$ cat src/rtl/uart_tx_scheduler_pkg.sv
// Shared types and default parameters for the UART transmit scheduler.
package uart_sched_pkg;

  typedef enum logic [1:0] {
    IDLE,
    SEND,
    WAIT,
    GAP
  } sched_state_t;

  localparam int DEF_NUM_REQ      = 4;
  localparam int DEF_DATA_WIDTH   = 8;
  localparam int DEF_MAX_BURST    = 16;
  localparam int DEF_GAP_BITS     = 8;
  localparam int DEF_STALL_CYCLES = 1024;

endpackage

$ cat src/rtl/uart_tx_scheduler_rr_arbiter.sv
// Combinational round-robin pick: first asserted request at or after rr_ptr.
module rr_arbiter #(
  parameter int NUM_REQ = 4,
  parameter int IDW     = $clog2(NUM_REQ)
) (
  input  logic [NUM_REQ-1:0] req,
  input  logic [IDW-1:0]     rr_ptr,
  output logic [IDW-1:0]     grant_idx,
  output logic               any_req
);

  logic [IDW-1:0] idx;

  // Scan from the farthest offset down so the nearest hit to rr_ptr is kept.
  always_comb begin
    grant_idx = '0;
    any_req   = 1'b0;
    idx       = '0;
    for (int k = NUM_REQ - 1; k >= 0; k--) begin
      idx = IDW'((int'(rr_ptr) + k) % NUM_REQ);
      if (req[idx]) begin
        grant_idx = idx;
        any_req   = 1'b1;
      end
    end
  end

endmodule

$ cat src/rtl/uart_tx_scheduler.sv
// Message-granular round-robin sharing of one UART transmitter between
// NUM_REQ byte-stream requesters, with burst limit, stall abort and idle gap.
module uart_tx_scheduler
  import uart_sched_pkg::*;
#(
  parameter int NUM_REQ      = DEF_NUM_REQ,
  parameter int DATA_WIDTH   = DEF_DATA_WIDTH,
  parameter int MAX_BURST    = DEF_MAX_BURST,
  parameter int GAP_BITS     = DEF_GAP_BITS,
  parameter int STALL_CYCLES = DEF_STALL_CYCLES
) (
  input  logic                          clk,
  input  logic                          rst,
  input  logic [GAP_BITS-1:0]           gap_cycles,
  input  logic [NUM_REQ-1:0]            req_valid,
  input  logic [NUM_REQ*DATA_WIDTH-1:0] req_data,
  input  logic [NUM_REQ-1:0]            req_last,
  output logic [NUM_REQ-1:0]            req_ready,
  output logic [DATA_WIDTH-1:0]         uart_tx_data,
  output logic                          uart_tx_en,
  input  logic                          uart_tx_busy,
  input  logic                          uart_tx_done,
  output logic                          grant_active,
  output logic [$clog2(NUM_REQ)-1:0]    grant_id,
  output logic                          abort_pulse
);

  localparam int IDW = $clog2(NUM_REQ);
  localparam int BW  = $clog2(MAX_BURST + 1);
  localparam int SW  = $clog2(STALL_CYCLES);
  localparam logic [BW-1:0] BURST_MAX = BW'(MAX_BURST);
  localparam logic [SW-1:0] STALL_MAX = SW'(STALL_CYCLES - 1);

  sched_state_t            state;
  logic [IDW-1:0]          rr_ptr;
  logic [IDW-1:0]          arb_idx;
  logic                    any_req;
  logic [BW-1:0]           burst_cnt;
  logic [SW-1:0]           stall_cnt;
  logic                    last_q;
  logic [GAP_BITS-1:0]     gap_cnt;
  logic                    fire;
  logic                    end_grant;
  logic [IDW-1:0]          next_ptr;
  logic [DATA_WIDTH-1:0]   req_bytes [NUM_REQ];

  for (genvar i = 0; i < NUM_REQ; i++) begin : g_unpack
    assign req_bytes[i] = req_data[i*DATA_WIDTH +: DATA_WIDTH];
  end

  rr_arbiter #(
    .NUM_REQ (NUM_REQ),
    .IDW     (IDW)
  ) u_arb (
    .req       (req_valid),
    .rr_ptr    (rr_ptr),
    .grant_idx (arb_idx),
    .any_req   (any_req)
  );

  // Byte handoff is combinational so a ready requester goes out in its first SEND cycle.
  always_comb begin
    fire         = (state == SEND) && req_valid[grant_id] && !uart_tx_busy;
    uart_tx_en   = fire;
    req_ready    = fire ? (NUM_REQ'(1) << grant_id) : '0;
    uart_tx_data = fire ? req_bytes[grant_id] : '0;
    end_grant    = ((state == SEND) && !fire && (stall_cnt == STALL_MAX)) ||
                   ((state == WAIT) && uart_tx_done && (last_q || (burst_cnt == BURST_MAX)));
    next_ptr     = (grant_id == IDW'(NUM_REQ - 1)) ? '0 : grant_id + IDW'(1);
  end

  always_ff @(posedge clk or negedge rst) begin
    if (!rst) begin
      state        <= IDLE;
      grant_id     <= '0;
      grant_active <= 1'b0;
      rr_ptr       <= '0;
      burst_cnt    <= '0;
      stall_cnt    <= '0;
      last_q       <= 1'b0;
      gap_cnt      <= '0;
      abort_pulse  <= 1'b0;
    end else begin
      abort_pulse <= 1'b0;
      case (state)
        IDLE: begin
          if (any_req) begin
            grant_id     <= arb_idx;
            grant_active <= 1'b1;
            burst_cnt    <= '0;
            stall_cnt    <= '0;
            state        <= SEND;
          end
        end
        SEND: begin
          if (fire) begin
            last_q    <= req_last[grant_id];
            burst_cnt <= burst_cnt + BW'(1);
            state     <= WAIT;
          end else if (stall_cnt != STALL_MAX) begin
            stall_cnt <= stall_cnt + SW'(1);
          end
        end
        WAIT: begin
          if (uart_tx_done && !end_grant) begin
            stall_cnt <= '0;
            state     <= SEND;
          end
        end
        GAP: begin
          if (gap_cnt <= GAP_BITS'(1)) state <= IDLE;
          else gap_cnt <= gap_cnt - GAP_BITS'(1);
        end
        default: state <= IDLE;
      endcase

      // Grant release is shared by the stall abort and the normal message end.
      if (end_grant) begin
        grant_active <= 1'b0;
        rr_ptr       <= next_ptr;
        gap_cnt      <= gap_cycles;
        abort_pulse  <= (state == SEND);
        state        <= (gap_cycles != '0) ? GAP : IDLE;
      end
    end
  end

endmodule

$ cat config.mk
export PLATFORM = sky130hd
export DESIGN_NAME = uart_tx_scheduler
export DESIGN_NICKNAME = d
export VERILOG_FILES = /design/src/rtl/uart_tx_scheduler_pkg.sv /design/src/rtl/uart_tx_scheduler_rr_arbiter.sv /design/src/rtl/uart_tx_scheduler.sv
export SDC_FILE = /design/constraint.sdc
export NUM_CORES = 1
export LEC_CHECK = 0
export CORE_MARGIN = 2
export CORE_UTILIZATION = 50
export DETAILED_ROUTE_END_ITERATION = 16
export PLACE_DENSITY = 0.83
export SETUP_SLACK_MARGIN = 0.3
export SLEW_MARGIN = 20
export SYNTH_ARGS = -nofsm -noshare
export SYNTH_HDL_FRONTEND = slang
export SYNTH_SLANG_ARGS = --single-unit
$ cat constraint.sdc
create_clock -name clk -period 4.6 [get_ports clk]
set_input_delay 0.46 -clock clk [delete_from_list [all_inputs] [get_ports clk]]
set_output_delay 0.46 -clock clk [all_outputs]
set_load 0.01 [all_outputs]
After elaboration in Yosys (flattened, before gate mapping):

Index checks and enable logic that the tools add are counted.
Widths: inputs -> output; s select.

* output and inout port bits: 17
* input bits: 52
* flip-flop bits (word level): 32
* logic and storage cells: 116

* mux-type cells: 48
* shift-type cells: 1
* eq/ne operators: 17
* reduce and logical (&&, ||, !) cells: 26
* add/subtract/negate cells: 7
* bitwise logic cells: 1
* order comparisons: 7

Operators with widths (number)
* $mux 8: 6
* $mux 10: 4
* $pmux 10 s3: 1
* $mux 2: 11
* $bmux 8 s2: 1
* $lt 2x3->1 const B: 5
* $mux 1: 14
* $bmux 1 s2: 6
* $add 10x1->10 const B: 1
* $eq 10x10->1 const B: 1
* $mux 5: 2
* $ne 10x10->1 const B: 1
* $pmux 5 s2: 1
* $ne 3x3->1 const B: 3
* $le 8x1->1 const B: 1
* $ne 2x2->1 const B: 4
* $pmux 2 s4: 1
* $reduce_and 2->1: 4
* $reduce_bool 2->1: 4
* $reduce_bool 8->1: 1
* $sub 8x1->8 const B: 1
* $logic_and 1x1->1: 7
* $eq 2x2->1 const B: 3
* $add 5x1->5 const B: 1
* 17 further kinds: 23

Logic depth before layout (Yosys ltp):

* depth in word-level cells: 13
* mapped depth: 8
* depth with buffers taken out: 7

Cells and area by module:

Synthesis repeated with hierarchy kept, for this count alone.

* cell total of the unflattened synthesis: 239
* area, all modules: 2245.9 sq um

Modules (own cells, without submodules)
* uart_tx_scheduler: area each 2168.3 sq um, cells each 226, seq. area each 800.8 sq um, times used 1
* rr_arbiter: area each 77.6 sq um, cells each 13, seq. area each 0.0 sq um, times used 1

Worst setup path after synthesis:

No wires, ideal clock.

* path type: reg-to-output
* start: register grant_id[0]
* end: output uart_tx_data[1]
* path buffers: 2
* required time: 4.140 ns
* cell stages (with the launch flop): 5
* slack: 2.306 ns
* arrival: 1.834 ns
* cells stage by stage: dfrtp_1 -> buf_2 -> buf_1 -> mux4_2 -> and3_1

* word-level cells in the longest chain between the ends: 5
* elaborated cells between the ends (all ways): 9
* classes of those cells: mux (6); bitwise (1); reduce/logical (2)

Ends and longest elaborated chain
* from (decl): RTL line uart_tx_scheduler.sv:24 `output logic [$clog2(NUM_REQ)-1:0] grant_id,`
* from (signal assigned): RTL line uart_tx_scheduler.sv:88 `grant_id <= arb_idx;`
* $not 2->3 (not written as such) / $bmux 1 s2 (equally long branches): RTL line uart_tx_scheduler.sv:66, uart_tx_scheduler.sv:63
* $bmux 8 s2 / $mux 1 (equally long branches): RTL line uart_tx_scheduler.sv:66, uart_tx_scheduler.sv:63
* $mux 8 (not written as such) / $logic_and 1x1->1 (equally long branches) (2 in series): RTL line uart_tx_scheduler.sv:66, uart_tx_scheduler.sv:63
* $mux 8 *: RTL line uart_tx_scheduler.sv:66 `uart_tx_data = fire ? req_bytes[grant_id] : '0;`
* to (decl): RTL line uart_tx_scheduler.sv:19 `output logic [DATA_WIDTH-1:0] uart_tx_data,`

Every way passes the cells marked *; elsewhere a longest branch is shown, timed or not. The select of a mux whose other input is x is not followed.

Worst setup path in the final report:

* start: register grant_id[0]
* end: output uart_tx_en

* word-level cells in the longest chain between the ends: 4

Ends and longest elaborated chain
* $bmux 1 s2: RTL line uart_tx_scheduler.sv:63 `fire = (state == SEND) && req_valid[grant_id] && !uart_tx_busy;`
* $mux 1 (not written as such): RTL line uart_tx_scheduler.sv:63
* $logic_and 1x1->1 (2 in series): RTL line uart_tx_scheduler.sv:63
* to (decl): RTL line uart_tx_scheduler.sv:20 `output logic uart_tx_en,`

Every way passes these cells. The select of a mux whose other input is x is not followed.

==> metrics.md <==
| Metric | Value |
|---|---|
| Asr flop ratio synth | `100%` |
| Initial antenna violation count | `0` |
| WL/cell | `16.2 um` |
| Sequential share of power | `34.8%` |
| Syn avg cell area | `9.43 sq um` |
| Main synth FF type | `dfrtp_1` |
| Mapped cell area | `2240 sq um` |
| CP Launch Type | `register` |
| DRC errors left | `0` |
| Via-per-instance ratio | `5.94` |
| Final net count | `364` |
| Vert. Die Dim | `70.9 um` |
| Vias in the first global route | `2133` |
| Std-Cell Rows | `24` |
| Fill count | `350` |
| First-pass GRT wire length | `9.92 mm` |
| Total Neg Setup Slack | `0 ns` |
| Crit path time final | `3.12 ns` |
| H-tree depth | `2` |
| Clock-pin transition on the worst setup and hold timing paths | `0.07 ns` |
| Fin cells | `356` |
| VDD IR max | `0.000335 V` |
| DR vias | `2113` |
| Post-DP HPWL | `4.43 mm` |
| Gr usage total | `24.6%` |
| Post_cts resized | `0` |
| Layout Skew | `0.00540 ns` |
| Critical Path RT | `4.14 ns` |
| RSZ-0062 raised after global routing | `no` |
| Clock root buffer | `clkbuf_8` |
| Fraction of layout cells with a size suffix above 1 | `8.55%` |
| Initial Util | `51.7%` |
| Die width | `70.9 um` |
| Crit path max fanout | `22` |
| Max-Cap Viols | `0` |
| Fmax | `320 MHz` |
| Clk buf depth | `2` |
| Mapped Cells | `237` |
| Worst setup path category | `register to output port` |
| Post-synth EDFFs | `0` |
| Final setup violation count | `0` |
| Drt pass-1 iters | `4` |
| Reg2reg start | `grant_id[0]` |
| Seq/Total Area, Yosys | `35.8%` |
| Synthesis-to-finish area growth | `37.2%` |
| TritonCTS clock tree | `built` |
| Setup Fix Bufs, Post-CTS | `0` |
| Largest net degree at the start of global routing | `33` |
| P_int | `0.934 mW` |
| Register bit total from synthesis | `32` |
| Synth unique cells | `52` |
| Tcrit/Tclk final | `67.9%` |
| WL final | `5.77 mm` |
| Clk sinks | `32` |
| DP Worst Slack | `1.66 ns` |
| Port bufs | `68` |
| Post-synth net total | `298` |
| Placed instance count | `348` |
| Antenna fix cells | `0` |
| 1st-iter DRT viols | `150` |
| CP arrival | `2.66 ns` |
| Combinational Power Share | `48.4%` |
| PwrDens | `518 nW/um^2` |
| Clock Power Share | `16.8%` |
| Switching part of the total | `41.2%` |
| Yosys warns | `0` |
| Skew-Pair Late Insertion Delay | `0.28 ns` |
| Worst slew pin tran | `1.07 ns` |
| Critical Path Start | `grant_id[0]` |
| Max Slew Vio Count | `0` |
| Status | `finished clean` |
| Area of the die | `5020 sq um` |
| Slew Limit Headroom | `28.4%` |
| Net switching power figure | `0.656 mW` |
| Crit. End Element | `output port` |
| Worst Hold Class | `register to register` |
| Leakage | `1.32 nW` |
| Antenna Violating Nets Remaining | `0` |
| Io pins | `69` |
| HP Start | `gap_cnt[7]` |
| TritonCTS buffer count | `5` |
| # hold bufs at CTS | `0` |
| Routability Congestion | `0.869` |
| Core area | `4320 sq um` |
| Grt total ovfl | `0` |
| Final hold vios | `0` |
| Final worst setup slack | `1.48 ns` |
## layout by cell type, fill, tap and decap left out, types with 2 or more instances in the layout
| master | instances |
|---|---|
| o211ai_1 | 2 |
| nor4_1 | 7 |
| ha_1 | 9 |
| o21ai_0 | 8 |
| nand2_1 | 27 |
| nor2b_1 | 2 |
| mux4_2 | 9 |
| and3_1 | 16 |
| buf_4 | 4 |
| clkbuf_8 | 5 |
| inv_1 | 9 |
| o22a_1 | 2 |
| o21ai_1 | 9 |
| a221o_1 | 4 |
| nand2b_1 | 4 |
| clkdlybuf4s50_1 | 68 |
| a21oi_1 | 4 |
| nand3_1 | 10 |
| xnor2_1 | 2 |
| nor3b_1 | 2 |
| mux2i_1 | 6 |
| nand4_1 | 5 |
| xor2_1 | 3 |
| or3_1 | 2 |
| or3b_1 | 2 |
| o21a_1 | 4 |
| nor2_1 | 11 |
| dfrtp_1 | 32 |
| inv_2 | 3 |
| o31ai_1 | 3 |
| nor3_1 | 4 |
| a31oi_1 | 3 |
## final timing paths
kind                       slack, ns  cells after the start            to
hold / removal                  0.49                      1    gap_cnt[7]
hold reg to reg                 0.49                      1    gap_cnt[7]
setup / recovery                1.48                      6    uart_tx_en
min in group asynchronous       0.59                      2  burst_cnt[2]
setup reg to reg                1.69                      6  stall_cnt[2]
max in group asynchronous       3.71                      2      state[0]
## cells in the mapped netlist, types with 5 or more instances
| cell | n | area, sq um |
|---|---|---|
| dfrtp_1 | 32 | 801 |
| and3_1 | 16 | 100 |
| inv_1 | 9 | 33.8 |
| o21ai_1 | 9 | 45.0 |
| nand2_1 | 27 | 101 |
| nand3_1 | 10 | 50.1 |
| nor2_1 | 11 | 41.3 |
| ha_1 | 9 | 113 |
| mux2i_1 | 6 | 60.1 |
| nor4_1 | 7 | 43.8 |
| o21ai_0 | 8 | 40.0 |
| clkbuf_1 | 8 | 30.0 |
| nand4_1 | 5 | 31.3 |
| mux4_2 | 9 | 203 |
## power groups by stage
stage / sequential, mW / clock (mW) / combinational, mW
floorplan: 0.472 / 0 / 0.588
global placement: 0.548 / 0 / 0.740
detailed placement: 0.559 / 0 / 0.769
CTS: 0.554 / 0.270 / 0.771
global route: 0.579 / 0.285 / 0.850
finish: 0.553 / 0.267 / 0.770
## registers in the layout, indices dropped and copies added (netlist names)
name	flops
abort_pulse	1
burst_cnt	5
gap_cnt	8
grant_active	1
grant_id	2
last_q	1
rr_ptr	2
stall_cnt	10
state	2
## routing by layer
layer,global-route usage [%],share of wire (%),vias to the layer above
met5,0,0,-
met4,5.45,0.68,0
met3,3.85,3.9,5
met1,33.9,44,1034
met2,41.2,51,45
li1,-,-,1029
## worst max-delay path: stages, from the launching register on
cell             delay, ns
dfrtp_1               0.87
mux2i_1               0.18
o22ai_1               0.20
buf_4                 0.26
nand2_1               0.16
inv_2                 0.16
clkdlybuf4s50_1       0.55
## layout make-up
class,count,area (sq um),area share [%]
clock buffers,6,72.6,2.37
clock inverters,2,35.0,1.14
flip-flops and latches,32,801,26.1
inverters,12,45.0,1.47
repair buffers,72,711,23.2
well taps,52,65.1,2.12
multi-input cells,180,1340,43.6
## logic make-up after synthesis
kind of cell	Yosys count	synth area share, %
fa+ha+maj	9	5.04
compound gates	51	15.7
xor+xnor	5	1.96
flops	32	35.8
mux	17	13.4
simple gates	98	23.6
buf+inv	25	4.53
## through the flow
stage | util (%) | hold slack [ns] | total power, mW | area, sq um
after floorplan | - | 0.164 | 1.06 | 2240
after global placement | 68.5 | 0.474 | 1.29 | 2960
after detailed placement | 68.5 | 0.487 | 1.33 | 2960
after CTS | 70.9 | 0.496 | 1.60 | 3070
after global routing | 70.9 | 0.520 | 1.71 | 3070
final | 70.9 | 0.490 | 1.59 | 3070
(Power assumes the default switching activity.)
==> variant 1: new RTL, same settings <==
Re-encode `sched_state_t` (4 states) as one-hot, 4 bits wide.
--- a/src/rtl/uart_tx_scheduler_pkg.sv
+++ b/src/rtl/uart_tx_scheduler_pkg.sv
@@ -1,11 +1,11 @@
 // Shared types and default parameters for the UART transmit scheduler.
 package uart_sched_pkg;
 
-  typedef enum logic [1:0] {
-    IDLE,
-    SEND,
-    WAIT,
-    GAP
+  typedef enum logic [3:0] {
+    IDLE = 4'b0001,
+    SEND = 4'b0010,
+    WAIT = 4'b0100,
+    GAP  = 4'b1000
   } sched_state_t;
 
   localparam int DEF_NUM_REQ      = 4;
Check against the original RTL: no difference found for any inputs over 4 cycles, from zero or initial values and one cycle with rst low; so few cycles prove little.
==> variant 1 against the original RTL <==
- maximum frequency shrank 9.6%
- combinational power decreased by 22%
- sequential power fell by 1%
- wire length shrank 5.0%
- register-to-register slack gained 140 ps
- sequential cell count is 2 higher
- worst hold slack improved by 26 ps
- die area increased by 6.0%
- setup slack worse by 330 ps
- cell area is 3.1% higher
- core utilization down 3.1 points
- sequential share of layout area rose by 0.83 points
- synthesized area increased by 6.3%
- power shrank 14%
==> variant 1: results <==
group,metric,value,unit
run_status,status,"finished, final reports clean",
clock_tree,clk_pin_slew,70,ps
clock_tree,cts_setup_buffers,0,
timing,clock_skew,8.08,ps
logic_synthesis,ys_async_sr_fraction,100,%
logic_synthesis,synth_most_common_cell,"nand2_1",
worst_hold_path,min_path_cells,2,
placed_design,placed_area,3080,µm²
critical_path,crit_slowest_cell,"dfrtp_1",
logic_synthesis,yosys_warnings,0,
placed_design,gp_congestion,0.792,
clock_tree,cts_buffers,5,
logic_synthesis,syn_nets,297,
logic_synthesis,synthTopCellsByArea,"dfrtp_1, mux4_2, nand2_1, ha_1, and2_1",
power_and_ir_drop,p_sw_share,39.3,%
logic_synthesis,seq_area_frac_synth,35.8,%
grt,grt.overflow.total,0,
timing,slew-limit-headroom,50.0,%
final_layout,final_nets,365,
final_layout,diodes,0,
placed_design,place_ws,1370,ps
grt,grt_pass1_wl,9.31,mm
critical_path,slowest_delay,830,ps
clock_tree,ctsResizeCount,0,
clock_tree,ctsRootBufferMaster,"clkbuf_8",
grt,grt_max_degree,35,
final_layout,drive_above_1_share,10.5,%
routing,vias,2083,
final_layout,reg_top3,"stall_cnt x10, gap_cnt x8, burst_cnt x5",
routing,first_iter_violations,144,
power_and_ir_drop,p_leak,1.30,nW
placed_design,io_buffers,68,
clock_tree,clockBufferDepth,2,
clock_tree,cts_max_level,2,
placed_design,place_hpwl,4.14,mm
routing,drt-pass1-iter-count,4,
grt,antenna_found_initial,0,
grt,grt_use_total,22.6,%
power_and_ir_drop,ir_drop,0.223,mV
worst_hold_path,hp-class,"flop to flop",
logic_synthesis,synth_common_cells,"nand2_1, dfrtp_1, nor2_1",
logic_synthesis,yosysUniqueCellTypes,59,
routing,routedWlPerCell,15.3,µm
critical_path,cp_max_fo,20,
clock_tree,clk_latency,290,ps
critical_path,worst_path_dominant_cell_family,"flip-flops",
critical_path,r2r_cells,5,
## variant 1: cell count changes after synthesis, sizes merged, moves of 5 or more
cell    unedited run  this run
and3              16         1
nor4b              0         5
nor4               8         1
nand3             10         3
nand2             27        35
clkbuf             8         1
and2               0        12
## variant 1: worst register-to-register path: stages (launching register included)
cell      delay [ps]
dfrtp_1          830
mux4_2           600
nor2b_4          160
nand2_2          110
nand4b_1         450
a221o_1          500
## variant 1: cell families after synthesis
kind of cell               after synthesis  share of synthesized area, %
AOI/OAI and AO/OA                       46                          13.9
xor gates and xnor gates                 6                          2.21
adders and majority gates                9                          4.74
buffers and inverters                   21                          4.26
DFF                                     34                          35.8
muxes                                   13                          10.8
and+or+nand+nor                        107                          28.3
## variant 1: path summary, 6_finish.rpt
| check | startpoint | end | slack, ps |
|---|---|---|---|
| min reg2reg | last_q$_DFFE_PN0P_ | last_q$_DFFE_PN0P_ | 520 |
| max in group asynchronous | rst | state[0]$_DFFE_PN1P_ | 3690 |
| max | grant_id[0]$_DFFE_PN0P_ | req_ready[3] | 1140 |
| min in group asynchronous | rst | stall_cnt[4]$_DFFE_PN0P_ | 570 |
| min | last_q$_DFFE_PN0P_ | last_q$_DFFE_PN0P_ | 520 |
| max reg2reg | grant_id[0]$_DFFE_PN0P_ | stall_cnt[2]$_DFFE_PN0P_ | 1830 |
## variant 1: layer usage
| metal | part of all wire, % | global-route usage (%) | vias up |
|---|---|---|---|
| met5 | 0 | 0 | - |
| met4 | 2.8 | 10.1 | 0 |
| met3 | 7.0 | 6.49 | 11 |
| met2 | 49 | 39.9 | 77 |
| met1 | 41 | 25.2 | 993 |
| li1 | - | - | 1002 |
## variant 1: cell type report
class | instances | area (µm²)
inverter | 12 | 45.0
sequential | 34 | 852
multi-input combinational | 181 | 1420
tap | 54 | 67.6
timing repair buffer | 70 | 696
fill | 350 | 1500
clock buffer | 8 | 80.1
## variant 1: through the flow
step                instances  hold slack [ps]  power [mW]  utilization, %
finish                    359              516        1.36            67.9
global route              359              564        1.47            67.9
CTS                       359              521        1.38            67.9
detailed placement        351              505        1.16            66.2
global placement          351              490        1.14            66.2
floorplan                 236              164       0.944               -
## variant 1: power by group through the flow
stage / Clock [mW] / Combinational [mW] / Sequential [mW]
global placement: 0 / 0.589 / 0.547
finish: 0.214 / 0.602 / 0.547
floorplan: 0 / 0.446 / 0.497
detailed placement: 0 / 0.606 / 0.553
CTS: 0.218 / 0.612 / 0.547
global route: 0.235 / 0.668 / 0.566
==> variant 2: new RTL, same settings <==
Without the edit above. `DEF_STALL_CYCLES`: 1024 -> 4096.
--- a/src/rtl/uart_tx_scheduler_pkg.sv
+++ b/src/rtl/uart_tx_scheduler_pkg.sv
@@ -12,7 +12,7 @@
   localparam int DEF_DATA_WIDTH   = 8;
   localparam int DEF_MAX_BURST    = 16;
   localparam int DEF_GAP_BITS     = 8;
-  localparam int DEF_STALL_CYCLES = 1024;
+  localparam int DEF_STALL_CYCLES = 4096;
 
 endpackage
 
Function: no difference found for any inputs over 4 cycles, from zero or initial values and one cycle with rst low; that may be too few to reach the edited logic, so the function may still have changed.
==> variant 2 against the original RTL <==
- cell area is 4.9% higher
- power grew 1.7%
- wire length increased by 3.2%
- sequential share of layout area increased by 0.35 points
- synthesized area increased by 6.3%
- clock power is 28% higher
- final cell count rose by 4.8%
- clock skew about the same
- sequential power hardly changed
- sequential cell count is 2 higher
- setup slack better by 11 ps
- critical path type unchanged
- critical endpoint unchanged
==> variant 2: results <==
group,metric,value,unit
run_status,status,"finished, final reports clean",
clock_tree,cts_setup_buffers,0,
logic_synthesis,ys_async_sr_fraction,100,%
critical_path,r2r-end,"rr_ptr[1]$_DFFE_PN0P_",
critical_path,r2r_cells,4,
logic_synthesis,syn_nets,315,
worst_hold_path,hp-class,"flop to flop",
routing,drt-pass1-iter-count,4,
clock_tree,clockBufferDepth,2,
final_layout,final_nets,379,
grt,grt_pass1_vias,2027,
grt,grt_pass1_wl,9.76,mm
logic_synthesis,avgSynthCellArea,9.35,µm²
placed_design,dp.cells,365,
logic_synthesis,yosysUniqueCellTypes,47,
logic_synthesis,synth_common_cells,"dfrtp_1, nand2_1, o21ai_0",
power_and_ir_drop,ir_drop,0.315,mV
timing,clock_skew,5.21,ps
routing,routedWlPerCell,16.0,µm
routing,vias_per_cell,6.00,
clock_tree,ctsRootBufferMaster,"clkbuf_8",
placed_design,place_hpwl,4.38,mm
final_layout,diodes,0,
grt,grt_max_degree,35,
critical_path,cp_max_fo,17,
logic_synthesis,yosys_warnings,0,
clock_tree,clk_pin_slew,70,ps
timing,worstMarginPinSlew,925,ps
logic_synthesis,ys.flop_type,"dfrtp_1",
placed_design,gp_congestion,0.803,
critical_path,cp-endpoint,"uart_tx_en",
grt,antenna_found_initial,0,
power_and_ir_drop,p_leak,1.28,nW
critical_path,critPathArrivalTime,2650,ps
critical_path,crit_start,"grant_id[0]$_DFFE_PN0P_",
logic_synthesis,seq_area_frac_synth,35.8,%
routing,routed_wl,5.96,mm
final_layout,drive_above_1_share,9.09,%
placed_design,io_buffers,68,
routing,first_iter_violations,207,
clock_tree,cts_max_level,2,
worst_hold_path,hold_start,"stall_cnt[10]$_DFFE_PN0P_",
logic_synthesis,synthTopCellsByArea,"dfrtp_1, mux4_2, ha_1, o21ai_0, nand2_1",
critical_path,rrSetupSlack,1850,ps
final_layout,reg_top3,"stall_cnt x12, gap_cnt x8, burst_cnt x5",
grt,grt_use_total,23.8,%
critical_path,rr_startpoint,"grant_id[1]$_DFFE_PN0P_",
variant 2: cell count changes after synthesis, moves of 5 or more:
cell     delta
nor2b_1     +7
o21ai_0     +8
a31oi_1     +5
nand2_1     -6
and3_1      -5
a21oi_1     +5
variant 2: critical path, stage by stage (launching register included):
cell,delay [ps]
dfrtp_1,820
nand2b_1,220
o32a_2,580
inv_1,170
clkdlybuf4s50_1,550
variant 2: worst min-delay path by stage:
stage                                     end  slack [ps]  cells past startpoint
global placement    stall_cnt[10]$_DFFE_PN0P_         470                      1
floorplan               abort_pulse$_DFF_PN0_         160                      0
CTS                 stall_cnt[10]$_DFFE_PN0P_         500                      1
finish              stall_cnt[10]$_DFFE_PN0P_         490                      1
detailed placement  stall_cnt[10]$_DFFE_PN0P_         490                      1
global route        stall_cnt[10]$_DFFE_PN0P_         510                      1
variant 2: cell type report:
type                       count  area (µm²)
clock buffer                   6        82.6
clock inverter                 2        60.1
fill                         360        1440
inverter                      11        41.3
multi-input combinational    197        1430
sequential                    34         851
tap                           54        67.6
timing repair buffer          69         688
variant 2: layer usage:
metal  track usage [%]  share of wire [%]  vias up
met3              5.25                4.7        5
met2              37.1                 49       60
li1                  -                  -     1080
met4              6.58               0.94        0
met5                 0                  0        -
met1              33.7                 45     1093
variant 2: kinds of logic after synthesis:
| family | synth area share (%) |
|---|---|
| adder cells (fa/ha/maj) | 4.74 |
| XOR/XNOR | 2.58 |
| AND/OR/NAND/NOR | 22.7 |
| flip-flops | 35.8 |
| buffers and inverters | 4.16 |
| AO/OA/AOI/OAI | 19.2 |
| multiplexers | 10.7 |
variant 2: power by group:
part / internal, mW / switching (mW) / total, mW
registers: 0.392 / 0.160 / 0.552
logic: 0.364 / 0.358 / 0.722
clock network: 0.231 / 0.112 / 0.343
total: 0.987 / 0.630 / 1.62
variant 2: per-stage QoR:
step / utilization (%) / power [mW] / area [µm²] / worst slack [ps]
detailed placement: 66.0 / 1.27 / 3070 / 1710
CTS: 69.0 / 1.63 / 3220 / 1430
global route: 69.0 / 1.75 / 3220 / 1270
finish: 69.0 / 1.62 / 3220 / 1490
global placement: 66.0 / 1.25 / 3070 / 1760
floorplan: - / 1.04 / 2380 / 2490
